<file path="config.mk">
export PLATFORM = sky130hd
export DESIGN_NAME = rst_ctrl_flat
export DESIGN_NICKNAME = d
export VERILOG_FILES = /design/src/rtl/rst_ctrl_if.sv /design/src/rtl/rst_ctrl.sv /design/src/flat_wrapper.sv
export SDC_FILE = /design/constraint.sdc
export NUM_CORES = 1
export LEC_CHECK = 0
export ABC_AREA = 1
export CORE_MARGIN = 2
export CORE_UTILIZATION = 47
export DETAILED_ROUTE_END_ITERATION = 6
export GPL_ROUTABILITY_DRIVEN = 1
export GPL_TIMING_DRIVEN = 1
export HOLD_SLACK_MARGIN = 0.06
export PLACE_DENSITY = 0.87
export SLEW_MARGIN = 10
export SYNTH_ARGS = -nofsm -noshare
export SYNTH_HDL_FRONTEND = slang
export SYNTH_SLANG_ARGS = --single-unit
</file>
<file path="constraint.sdc">
create_clock -name i_clk -period 1.75 [get_ports i_clk]
set_clock_uncertainty 0.2 [all_clocks]
set_input_delay 0.2625 -clock i_clk [delete_from_list [all_inputs] [get_ports i_clk]]
set_output_delay 0.2625 -clock i_clk [all_outputs]
set_load 0.02 [all_outputs]
</file>
<file path="src/rtl/rst_ctrl_if.sv">
// MMIO bus bundle for the reset controller: select, strobes, word address, data and ready.
interface rst_ctrl_if;
  logic        sel;
  logic        we;
  logic        re;
  logic [1:0]  addr;
  logic [15:0] wdata;
  logic [15:0] rdata;
  logic        rdy;

  modport master (output sel, we, re, addr, wdata, input rdata, rdy);
  modport slave  (input sel, we, re, addr, wdata, output rdata, rdy);
endinterface

</file>
<file path="src/rtl/rst_ctrl.sv">
// Reset controller: merges power-on, debounced button, watchdog and software reset requests
// into a minimum-length system reset, with sticky cause flags exposed over a small MMIO bus.
module rst_ctrl #(
  parameter int DEB_CYCLES = 16,
  parameter int RST_HOLD   = 16
) (
  input  logic       i_clk,
  input  logic       i_rst,
  input  logic       i_btn_n,
  input  logic       i_wdt_rst_req,
  rst_ctrl_if.slave  bus,
  output logic       o_sys_rst
);

  localparam int          DW        = $clog2(DEB_CYCLES + 1);
  localparam logic [7:0]  HOLD_INIT = 8'(RST_HOLD - 1);
  localparam logic [15:0] KEY_MAGIC = 16'hA5C3;

  typedef enum logic [1:0] {IDLE, ASSERT, WAIT_CLR} state_t;

  state_t          state, state_nxt;
  logic [7:0]      hold_cnt, hold_cnt_nxt;
  logic            btn_s1, btn_s2, btn_deb;
  logic [DW-1:0]   deb_cnt;
  logic [1:0]      ctrl;
  logic [3:0]      cause;
  logic            wr, rd, wr_cause, wr_ctrl, wr_key, sw_req;
  logic            btn_src, wdt_src, src_active;
  logic [3:0]      cause_set, cause_clr;

  always_ff @(posedge i_clk) begin
    if (i_rst) begin
      btn_s1 <= 1'b0;
      btn_s2 <= 1'b0;
    end else begin
      btn_s1 <= i_btn_n;
      btn_s2 <= btn_s1;
    end
  end

  // The counter only runs while the synchronized level disagrees with the debounced state.
  always_ff @(posedge i_clk) begin
    if (i_rst) begin
      btn_deb <= 1'b0;
      deb_cnt <= '0;
    end else if (~btn_s2 == btn_deb) begin
      deb_cnt <= '0;
    end else if (deb_cnt == DW'(DEB_CYCLES - 1)) begin
      btn_deb <= ~btn_s2;
      deb_cnt <= '0;
    end else begin
      deb_cnt <= deb_cnt + 1'b1;
    end
  end

  assign wr         = bus.sel & bus.we;
  assign rd         = bus.sel & bus.re;
  assign wr_cause   = wr & (bus.addr == 2'd0);
  assign wr_ctrl    = wr & (bus.addr == 2'd1);
  assign wr_key     = wr & (bus.addr == 2'd3);
  assign sw_req     = wr_key & (bus.wdata == KEY_MAGIC);
  assign btn_src    = btn_deb & ctrl[1];
  assign wdt_src    = i_wdt_rst_req & ctrl[0];
  assign src_active = btn_src | wdt_src;
  assign cause_set  = {1'b0, sw_req, wdt_src, btn_src};
  assign cause_clr  = wr_cause ? bus.wdata[3:0] : 4'b0000;

  always_ff @(posedge i_clk) begin
    if (i_rst) begin
      ctrl <= 2'b11;
    end else if (wr_ctrl) begin
      ctrl <= bus.wdata[1:0];
    end
  end

  // Set is ORed in after the clear so a simultaneous request keeps its flag.
  always_ff @(posedge i_clk) begin
    if (i_rst) begin
      cause <= 4'b1000;
    end else begin
      cause <= (cause & ~cause_clr) | cause_set;
    end
  end

  always_ff @(posedge i_clk) begin
    if (i_rst) begin
      state    <= ASSERT;
      hold_cnt <= HOLD_INIT;
    end else begin
      state    <= state_nxt;
      hold_cnt <= hold_cnt_nxt;
    end
  end

  always_comb begin
    state_nxt    = state;
    hold_cnt_nxt = hold_cnt;
    case (state)
      IDLE: begin
        if (src_active | sw_req) begin
          state_nxt    = ASSERT;
          hold_cnt_nxt = HOLD_INIT;
        end
      end
      ASSERT: begin
        if (hold_cnt == 8'd0) begin
          state_nxt = src_active ? WAIT_CLR : IDLE;
        end else begin
          hold_cnt_nxt = hold_cnt - 8'd1;
        end
      end
      WAIT_CLR: begin
        if (!src_active) begin
          state_nxt = IDLE;
        end
      end
      default: begin
        state_nxt    = IDLE;
        hold_cnt_nxt = 8'd0;
      end
    endcase
  end

  assign o_sys_rst = i_rst | (state != IDLE);
  assign bus.rdy   = bus.sel;

  always_comb begin
    bus.rdata = 16'h0000;
    if (rd) begin
      case (bus.addr)
        2'd0:    bus.rdata = {12'h000, cause};
        2'd1:    bus.rdata = {14'h0000, ctrl};
        2'd2:    bus.rdata = {8'h00, hold_cnt};
        default: bus.rdata = 16'h0000;
      endcase
    end
  end

endmodule

</file>
<file path="src/flat_wrapper.sv">
// flat-port wrapper written by rule: the top's interface ports become plain ports
module rst_ctrl_flat 
#(
  parameter int DEB_CYCLES = 16,
  parameter int RST_HOLD   = 16
)
  (i_clk, i_rst, i_btn_n, i_wdt_rst_req, o_sys_rst, bus_sel, bus_we, bus_re, bus_addr, bus_wdata, bus_rdata, bus_rdy);
  rst_ctrl_if bus_i ();
  input  logic i_clk;
  input  logic i_rst;
  input  logic i_btn_n;
  input  logic i_wdt_rst_req;
  output logic o_sys_rst;
  input wire logic [$bits(bus_i.sel)-1:0] bus_sel;
  input wire logic [$bits(bus_i.we)-1:0] bus_we;
  input wire logic [$bits(bus_i.re)-1:0] bus_re;
  input wire logic [$bits(bus_i.addr)-1:0] bus_addr;
  input wire logic [$bits(bus_i.wdata)-1:0] bus_wdata;
  output wire logic [$bits(bus_i.rdata)-1:0] bus_rdata;
  output wire logic [$bits(bus_i.rdy)-1:0] bus_rdy;
  assign bus_i.sel = bus_sel;
  assign bus_i.we = bus_we;
  assign bus_i.re = bus_re;
  assign bus_i.addr = bus_addr;
  assign bus_i.wdata = bus_wdata;
  assign bus_rdata = bus_i.rdata;
  assign bus_rdy = bus_i.rdy;
  rst_ctrl #(.DEB_CYCLES(DEB_CYCLES), .RST_HOLD(RST_HOLD)) u_core (.i_clk(i_clk), .i_rst(i_rst), .i_btn_n(i_btn_n), .i_wdt_rst_req(i_wdt_rst_req), .bus(bus_i), .o_sys_rst(o_sys_rst));
endmodule
</file>
**Word level (Yosys, flattened, before mapping)**

Index checks and enable logic that the tools add are counted.

- Bits of input ports: 25
- Flip-flop bits (word level): 24
- Output and inout port bits: 18

- Multiplexer cells: 11
- Reduce and logical (&&, ||, !) cells: 8
- $add $sub $neg: 2
- Bitwise logic cells: 17
- Eq/ne operators: 12

Operators with widths:

| kind | count |
|---|---|
| $pmux 8 s3 | 2 |
| $eq 16x16->1 const B | 1 |
| $mux 16 | 1 |
| $mux 8 | 2 |
| $and 1x1->1 | 8 |
| $logic_not 8->1 | 1 |
| $mux 2 | 4 |
| $sub 8x1->8 const B | 1 |
| $eq 2x2->1 const B | 3 |
| $pmux 2 s3 | 1 |
| $reduce_and 3->1 | 2 |
| $add 5x1->5 const B | 1 |
| $eq 5x4->1 const B | 1 |
| $and 4x4->4 | 1 |
| $eq 2x1->1 const B | 2 |
| $logic_not 2->1 | 2 |
| $mux 4 | 1 |
| $ne 2x1->1 const B | 2 |
| $ne 2x2->1 const B | 2 |
| $not 4->4 | 1 |
| $or 4x3->4 | 1 |
| $not 1->1 | 3 |
| $or 1x1->1 | 3 |
| $reduce_or 3->1 | 1 |
| other kinds (3) | 3 |

**Depth between registers and ports, before layout**

Gate-level depths: netlist of the first run.

- Depth in word-level cells: 6
- Depth in mapped cells: 10

**Worst setup path before layout of the first run**

Ideal clock, no wire load.

- Path kind: register to register
- Start point: reg u_core.hold_cnt[0]
- End point: reg u_core.hold_cnt[7]
- Setup time: 115 ps
- Arrival: 1240 ps
- Path buffers: 1
- Stages on the path, launching flop included: 10
- Path slack: 195 ps
- Path through: dfxtp_1 > inv_1 > ha_1 > nand2_2 > nor2_2 > a21oi_2 > buf_6 > nand3_2 > nand2_1 > nor2_1

- Cells in the longest elaborated chain, start to end: 3
- Elaborated cells on any way between the ends: 6
- Classes of those cells: add/sub: 1; eq/ne: 1; mux: 2; reduce/logical: 2

RTL lines:

| element | line | text |
|---|---|---|
| start: declaration | rst_ctrl.sv:22 | `logic [7:0] hold_cnt, hold_cnt_nxt;` |
| start signal: assignment | rst_ctrl.sv:91 | `hold_cnt <= hold_cnt_nxt;` |
| $sub 8x1->8 or $logic_not 8->1 (tied branches) | rst_ctrl.sv:109, rst_ctrl.sv:106 |  |
| $mux 8 or $ne 2x2->1 (tied branches) | n/a |  |
| $pmux 8 s3 or $reduce_and 3->1 (tied branches) | n/a |  |

Parallel ways exist; a longest one is shown, timed or not. The select of a mux whose other input is x is not followed.
A chain may end at the register's enable or synchronous reset.

**Worst setup path in the final report of the first run**

- Start point: in bus_addr[1]
- End point: out bus_rdata[0]

- Cells in the longest elaborated chain, start to end: 3
- Elaborated cells on any way between the ends: 5
- Classes of those cells: eq/ne: 2; mux: 2; reduce/logical: 1

RTL lines:

| element | line | text |
|---|---|---|
| start: declaration | flat_wrapper.sv:17 | `input wire logic [$bits(bus_i.addr)-1:0] bus_addr;` |
| $eq 2x2->1, or another cell as far along | rst_ctrl.sv:130 | `case (bus.addr)` |
| $pmux 8 s3 * | rst_ctrl.sv:130 |  |
| $mux 16 * | rst_ctrl.sv:129 | `if (rd) begin` |
| end: declaration | flat_wrapper.sv:19 | `output wire logic [$bits(bus_i.rdata)-1:0] bus_rdata;` |

Mark *: on every way between the ends. The rest lies on a longest branch, timed or not.

==> metrics.yaml, run 1 <==
outcome:
  status: "finished clean"
die:
  io_pins: 43
  fp-row-count: 20
  start_util_pct: 48.6
  die_x_um: 59.7
  core_area_um2: 3000
  die_y_um: 59.7
  dieArea_um2: 3570
layout:
  area_growth_pct: 44.0
  diodes: 0
  fin_cells: 316
  drive_gt1_share_pct: 26.5
  fin_nets: 312
  utilization_pct: 70.0
sta:
  max_freq_ghz: 0.583
  finalSetupTns_ns: 0
  timing.final.hold_violations: 0
  final.min_clock_period_ns: 1.71
  setup_ws_ns: 0.0350
  setup-violations-final: 0
  period_share_pct: 98.0
  slew_viol_final: 0
place:
  gp_congestion: 0.859
  placedCellCount: 308
  place_hpwl_um: 2750
  portBuffers: 34
  place_ws_ns: -0.711
global_route:
  grt-ovfl-total: 0
  grt_start_max_net_pins: 14
  grt_pass1_wl_um: 6210
  grt_usage_pct: 22.3
  antenna_found_initial: 0
  grt_pass1_vias: 1591
yosys:
  synthTopCellsByArea: "dfxtp_1, nand2_1, inv_1, nor2_1, nand3_1"
  yosys_warnings: 0
  syn_area_per_cell_um2: 6.58
  synth-main-ff-cell: "dfxtp_1"
  async_flop_share_pct: 0
  seq_area_frac_synth_pct: 32.9
  yosys_register_bits: 24
  synth.most_common_cell: "nand2_1"
  synth_edf_count: 0
  yosys.area.top_type: "dfxtp_1"
  syn_area_um2: 1460
  ys_top_cells_by_count: "nand2_1, inv_1, nor2_1"
  synth_cells: 222
  synth_top_area_share_pct: 32.9
  synth_cell_types: 25
run:
  maxCapViolations: 0
pwr:
  powerDensity_nw_per_um2: 881
  worst_ir_drop_vdd_mv: 0.604
  power_w: 0.00185
  p_leak_nw: 1.03
worst_hold_path:
  hold_class: "flop to flop"
route:
  wl_met3_um: 241
  drc: 0
  met2_length_um: 2030
  vias: 1636
  vias_per_cell: 5.18
  highest_layer: "met4"
  wl_um: 3990
  drtIter0Drc: 169
  avgRoutedWirePerCell_um: 12.6
  ant_nets: 0
  first_pass_iters: 4
  routedLengthMet1_um: 1620
cts:
  clock_latency_ns: 0.31
  cts_tree: "done"
  cts_buffer_depth: 2
  clk_pin_slew_ns: 0.12
  htree_levels: 1
  numCtsBuffers: 3
  cts_sinks: 24
  cts_root_buf: "clkbuf_4"
critical_path:
  cp.arrival_ns: 1.25
  crit_top_cell: "buf_6"
  max_stage_delay_ns: 0.20
  path_cells: "clkdlybuf4s15_1, buf_6, nor2_4, buf_6, nand2_1, o211ai_1, nand2_1, inv_1, buf_6"
  critPathMaxFanout: 6
  critPathTopFamily: "buffers and inverters"
  cp_slowest_cell: "clkdlybuf4s15_1"
  path_class: "input pin to output pin"
  startpoint_type: "input pin"
  required_ns: 1.29
  worst_setup_path_end_kind: "output pin"
  critPathBufInv: 5
cell families after synthesis:
| family | after synthesis | share of synthesized area (%) |
|---|---|---|
| adder cells (fa/ha/maj) | 3 | 2.57 |
| XOR/XNOR | 3 | 1.80 |
| AO/OA/AOI/OAI | 27 | 10.9 |
| AND/OR/NAND/NOR | 119 | 36.6 |
| buffers and inverters | 45 | 15.0 |
| flip-flops | 24 | 32.9 |
| other | 1 | 0.257 |
flip-flops by register name (all words and copies together), names as in the netlist:
signal / count
u_core.btn_s1: 1
u_core.cause: 4
u_core.ctrl: 2
u_core.deb_cnt: 5
u_core.hold_cnt: 8
u_core.btn_deb: 1
u_core.btn_s2: 1
u_core.state: 2
cells in the final DEF, fill, tap and decap left out, types with 2 or more instances in the layout:
| cell | netlist | final |
|---|---|---|
| nand2_1 | 52 | 51 |
| inv_1 | 28 | 26 |
| buf_4 | 9 | 26 |
| nor2_1 | 28 | 24 |
| dfxtp_1 | 24 | 22 |
| clkdlybuf4s50_1 | 0 | 21 |
| nand3_1 | 20 | 19 |
| a21oi_1 | 13 | 13 |
| conb_1 | 1 | 8 |
| inv_2 | 4 | 6 |
| o21ai_0 | 6 | 6 |
| nor2_2 | 3 | 5 |
| o211ai_1 | 5 | 5 |
| nand3_2 | 4 | 5 |
| buf_6 | 2 | 5 |
| buf_2 | 1 | 5 |
| nand2_4 | 0 | 3 |
| nor3_2 | 0 | 3 |
| nor2_4 | 1 | 3 |
| clkbuf_4 | 0 | 3 |
| nor3_1 | 5 | 2 |
| xnor2_1 | 2 | 2 |
| nand4_1 | 2 | 2 |
| a21oi_2 | 3 | 2 |
| ha_1 | 3 | 2 |
| dlygate4sd2_1 | 0 | 2 |
| dfxtp_2 | 0 | 2 |
final timing paths:
path | from | to | slack [ns] | cells after the start
worst max-delay path | bus_addr[1] | bus_rdata[0] | 0.04 | 9
worst min-delay path | u_core.btn_s1 | u_core.btn_s2 | 0.21 | 2
worst max register to register | u_core.hold_cnt[4] | u_core.hold_cnt[5] | 0.08 | 8
worst min register to register | u_core.btn_s1 | u_core.btn_s2 | 0.21 | 2
stage by stage:
stage                     area (um2)  hold WS (ns)
final                           2100         0.213
after global routing            2100         0.241
after CTS                       2010         0.217
after floorplan                 1490         0.169
after detailed placement        1970         0.197
after global placement          1970         0.191
final cells by class:
type,count,area (um2)
flip-flops and latches,24,483
clock buffers,4,36.3
inverters,32,120
repair buffers,63,552
fillers,242,901
multi-input cells,160,870
well taps,33,41.3
what timing repair did:
item | 4_1_cts | 5_1_grt
gates resized for setup | 53 | 21
pin swaps | 3 | 9
buffers inserted | 2 | 2
setup endpoints to repair | 15 | 17
hold endpoints to repair | 0 | 0
hold buffers | 0 | 0
layer usage:
metal,vias up,track usage (%)
met5,-,0
met4,0,8.25
met3,16,4.55
met2,71,40.4
met1,738,25.5
li1,811,-
worst min-delay path, stage by stage (launching register included):
cell	delay [ns]
dfxtp_1	0.32
inv_1	0.04
nor2_1	0.03
report_power, final:
| part | internal (W) | switching, W |
|---|---|---|
| Clock | 0.000127 | 0.000164 |
| Combinational | 0.000400 | 0.000488 |
| Sequential | 0.000625 | 0.0000490 |
| Total | 0.00115 | 0.000700 |
Power figures use the tool's default switching activity.
==> run 2, diff against run 1 <==
--- a/config.mk
+++ b/config.mk
@@ -5,14 +5,14 @@
 export SDC_FILE = /design/constraint.sdc
 export NUM_CORES = 1
 export LEC_CHECK = 0
-export ABC_AREA = 1
 export CORE_MARGIN = 2
-export CORE_UTILIZATION = 47
+export CORE_UTILIZATION = 46
+export CTS_CLUSTER_SIZE = 14
 export DETAILED_ROUTE_END_ITERATION = 6
 export GPL_ROUTABILITY_DRIVEN = 1
 export GPL_TIMING_DRIVEN = 1
 export HOLD_SLACK_MARGIN = 0.06
-export PLACE_DENSITY = 0.87
+export PLACE_DENSITY = 0.86
 export SLEW_MARGIN = 10
 export SYNTH_ARGS = -nofsm -noshare
 export SYNTH_HDL_FRONTEND = slang
==> run 2 against run 1 <==
The run now ends with negative setup slack left. First-iteration DRC count shrank 37%. Utilization grew 5.6 points. Maximum frequency shrank 18%. Routed wire length grew 6.1%. Worst setup slack lost 0.39 ns. Final cell count shrank 19%. Flip-flop and latch count is the same. Critical path type is now flop to flop. Highest routed layer unchanged.
==> metrics.yaml, run 2 <==
sta:
  max_freq_ghz: 0.476  # -18%
  rsz0062_at_grt: "true"
  slew_viol_final: 0  # unchanged
  period_share_pct: 120  # +22 points
  setup_ws_ns: -0.351  # -0.386 ns
  final.min_clock_period_ns: 2.10  # +0.386 ns
  setup-violations-final: 11  # +11
  timing.final.hold_violations: 0  # unchanged
  finalSetupTns_ns: -2.41  # -2.41 ns
yosys:
  synth_cells: 162  # -27%
  yosys_warnings: 0  # unchanged
  synth_cell_types: 42  # +68%
  syn_area_um2: 1370  # -6.2%
  ys_top_cells_by_count: "dfxtp_1, nand2_1, nor2_1"
  yosys_register_bits: 24  # unchanged
  yosys.area.top_type: "dfxtp_1"
  synth_top_area_share_pct: 35.1  # +2.2 points
  synth-main-ff-cell: "dfxtp_1"
  syn_area_per_cell_um2: 8.46  # +29%
  synth.most_common_cell: "dfxtp_1"
  synthTopCellsByArea: "dfxtp_1, buf_4, nand2_1, mux2i_1, nor2_1"
  seq_area_frac_synth_pct: 35.1  # +2.2 points
  synth_edf_count: 0  # unchanged
  async_flop_share_pct: 0  # unchanged
die:
  start_util_pct: 49.3  # +0.63 points
  dieArea_um2: 3430  # -3.8%
  die_x_um: 58.6  # -1.9%
  fp-row-count: 19  # -5.0%
  die_y_um: 58.6  # -1.9%
  core_area_um2: 2780  # -7.4%
  io_pins: 43  # unchanged
cts:
  cts_buffer_depth: 2  # unchanged
  htree_levels: 1  # unchanged
  clk_pin_slew_ns: 0.13  # about the same
  numCtsBuffers: 3  # unchanged
  clock_latency_ns: 0.31  # about the same
  cts_tree: "done"
  cts_root_buf: "clkbuf_4"
  cts_sinks: 24  # unchanged
  hold_buffers: 0  # unchanged
outcome:
  violations: "negative setup slack"
  status: "finished with violations"
pwr:
  powerDensity_nw_per_um2: 570  # -35%
  p_leak_nw: 0.922  # -11%
  worst_ir_drop_vdd_mv: 0.520  # -14%
layout:
  fin_area_um2: 2100  # about the same
  mostFrequentLayoutCell: "buf_4"
  most-common-layout-cells: "buf_4, dfxtp_1, nand2_1, clkdlybuf4s50_1, nor2_1"
  multi_input_area_um2: 931  # +7.1%
  fin_nets: 255  # -18%
  largest_reg_flops: 8  # unchanged
  drive_gt1_share_pct: 37.2  # +11 points
  area.sequential_um2: 484  # +0.26%
  fin_cells: 257  # -19%
  area_growth_pct: 53.5
  fillerInstances: 167  # -31%
  largest-register: "u_core.hold_cnt"
  diodes: 0  # unchanged
  reg.largest.list: "u_core.hold_cnt x8, u_core.deb_cnt x5, u_core.cause x4"
place:
  place_ws_ns: -0.789  # -0.0781 ns
  gp_congestion: 0.828  # -3.5%
  place_hpwl_um: 2840  # +3.6%
  dpl_cell_area_um2: 1900  # -3.6%
  portBuffers: 34  # unchanged
  placedCellCount: 246  # -20%
route:
  vias: 1473  # -10%
  first_pass_iters: 4  # unchanged
  wl_um: 4230  # +6.1%
  drc: 0  # unchanged
  vias_per_cell: 5.73  # +11%
  avgRoutedWirePerCell_um: 16.5  # +30%
  ant_nets: 0  # unchanged
  drtIter0Drc: 107  # -37%
global_route:
  grt_pass1_vias: 1437  # -9.7%
  antenna_found_initial: 0  # unchanged
  grt_start_max_net_pins: 21  # +7
  grt_pass1_wl_um: 6250  # +0.66%
  grt-ovfl-total: 0  # unchanged
  grt_usage_pct: 23.9  # +1.6 points
critical_path:
  cp.arrival_ns: 2.11  # +0.86 ns
  cp-startpoint: "u_core.hold_cnt[0]"
  required_ns: 1.76  # +0.47 ns
  startpoint_type: "flop"
  timing.rr.start: "u_core.hold_cnt[0]"
  worst_setup_path_end_kind: "flop"
  critPathMaxFanout: 5  # -1
  path_class: "flop to flop"
worst_hold_path:
  hold_class: "flop to flop"
  holdCritStartpoint: "u_core.deb_cnt[0]"
run:
  maxCapViolations: 0  # unchanged
==> run 2: metrics by stage <==
step                power [W]  utilization (%)  hold slack, ns
floorplan            0.000695                -           0.191
global placement     0.000782             68.2           0.226
detailed placement   0.000793             68.2           0.241
CTS                   0.00119             73.5           0.227
global route          0.00124             75.6           0.232
finish                0.00120             75.6           0.228
==> run 2: worst max-delay path, cell delays in order, from the launching register on <==
cell	delay [ns]
dfxtp_2	0.35
inv_2	0.07
ha_4	0.13
or4b_4	0.48
nor4_4	0.19
a21o_1	0.17
a21oi_2	0.06
a221o_1	0.35
==> run 2: logic make-up after synthesis <==
logic type	Yosys count	share of synthesized area, %
muxes	6	4.38
buffers and inverters	21	8.86
and+or+nand+nor	71	29.8
DFF	24	35.1
xor gates and xnor gates	3	1.92
adders and majority gates	3	2.74
AOI/OAI and AO/OA	33	17.0
other	1	0.274
==> run 2: repair_timing <==
| item | CTS | global route |
|---|---|---|
| setup endpoints to repair | 21 | 18 |
| resized for setup | 68 | 20 |
| setup buffers | 6 | 3 |
| pin swaps | 13 | 11 |
==> run 2: power breakdown <==
part           internal (W)  total, W  switching, W
clock network      0.000232  0.000401      0.000169
registers          0.000565  0.000576     0.0000108
logic              0.000118  0.000223      0.000104
==> run 2: final timing paths <==
kind,end,slack (ns),cells after the start
hold reg to reg,u_core.deb_cnt[0],0.23,1
hold / removal,u_core.deb_cnt[0],0.23,1
setup reg to reg,u_core.hold_cnt[2],-0.35,7
setup / recovery,u_core.hold_cnt[2],-0.35,7
==> run 2: layout make-up <==
type                    count  share of cell area [%]
clock buffers               3                    1.07
inverters                   6                    1.07
flip-flops and latches     24                    23.0
repair buffers             68                    27.3
well taps                  31                    1.84
multi-input cells         124                    44.3
clock inverters             1                    1.43
==> run 2: routing by layer <==
| metal | wire [um] | share of wire, % | GRT usage, % |
|---|---|---|---|
| met3 | 377 | 8.9 | 3.74 |
| met5 | 0 | 0 | 0 |
| met2 | 2030 | 48 | 43.3 |
| met4 | 238 | 5.6 | 13.0 |
| met1 | 1590 | 38 | 26.6 |
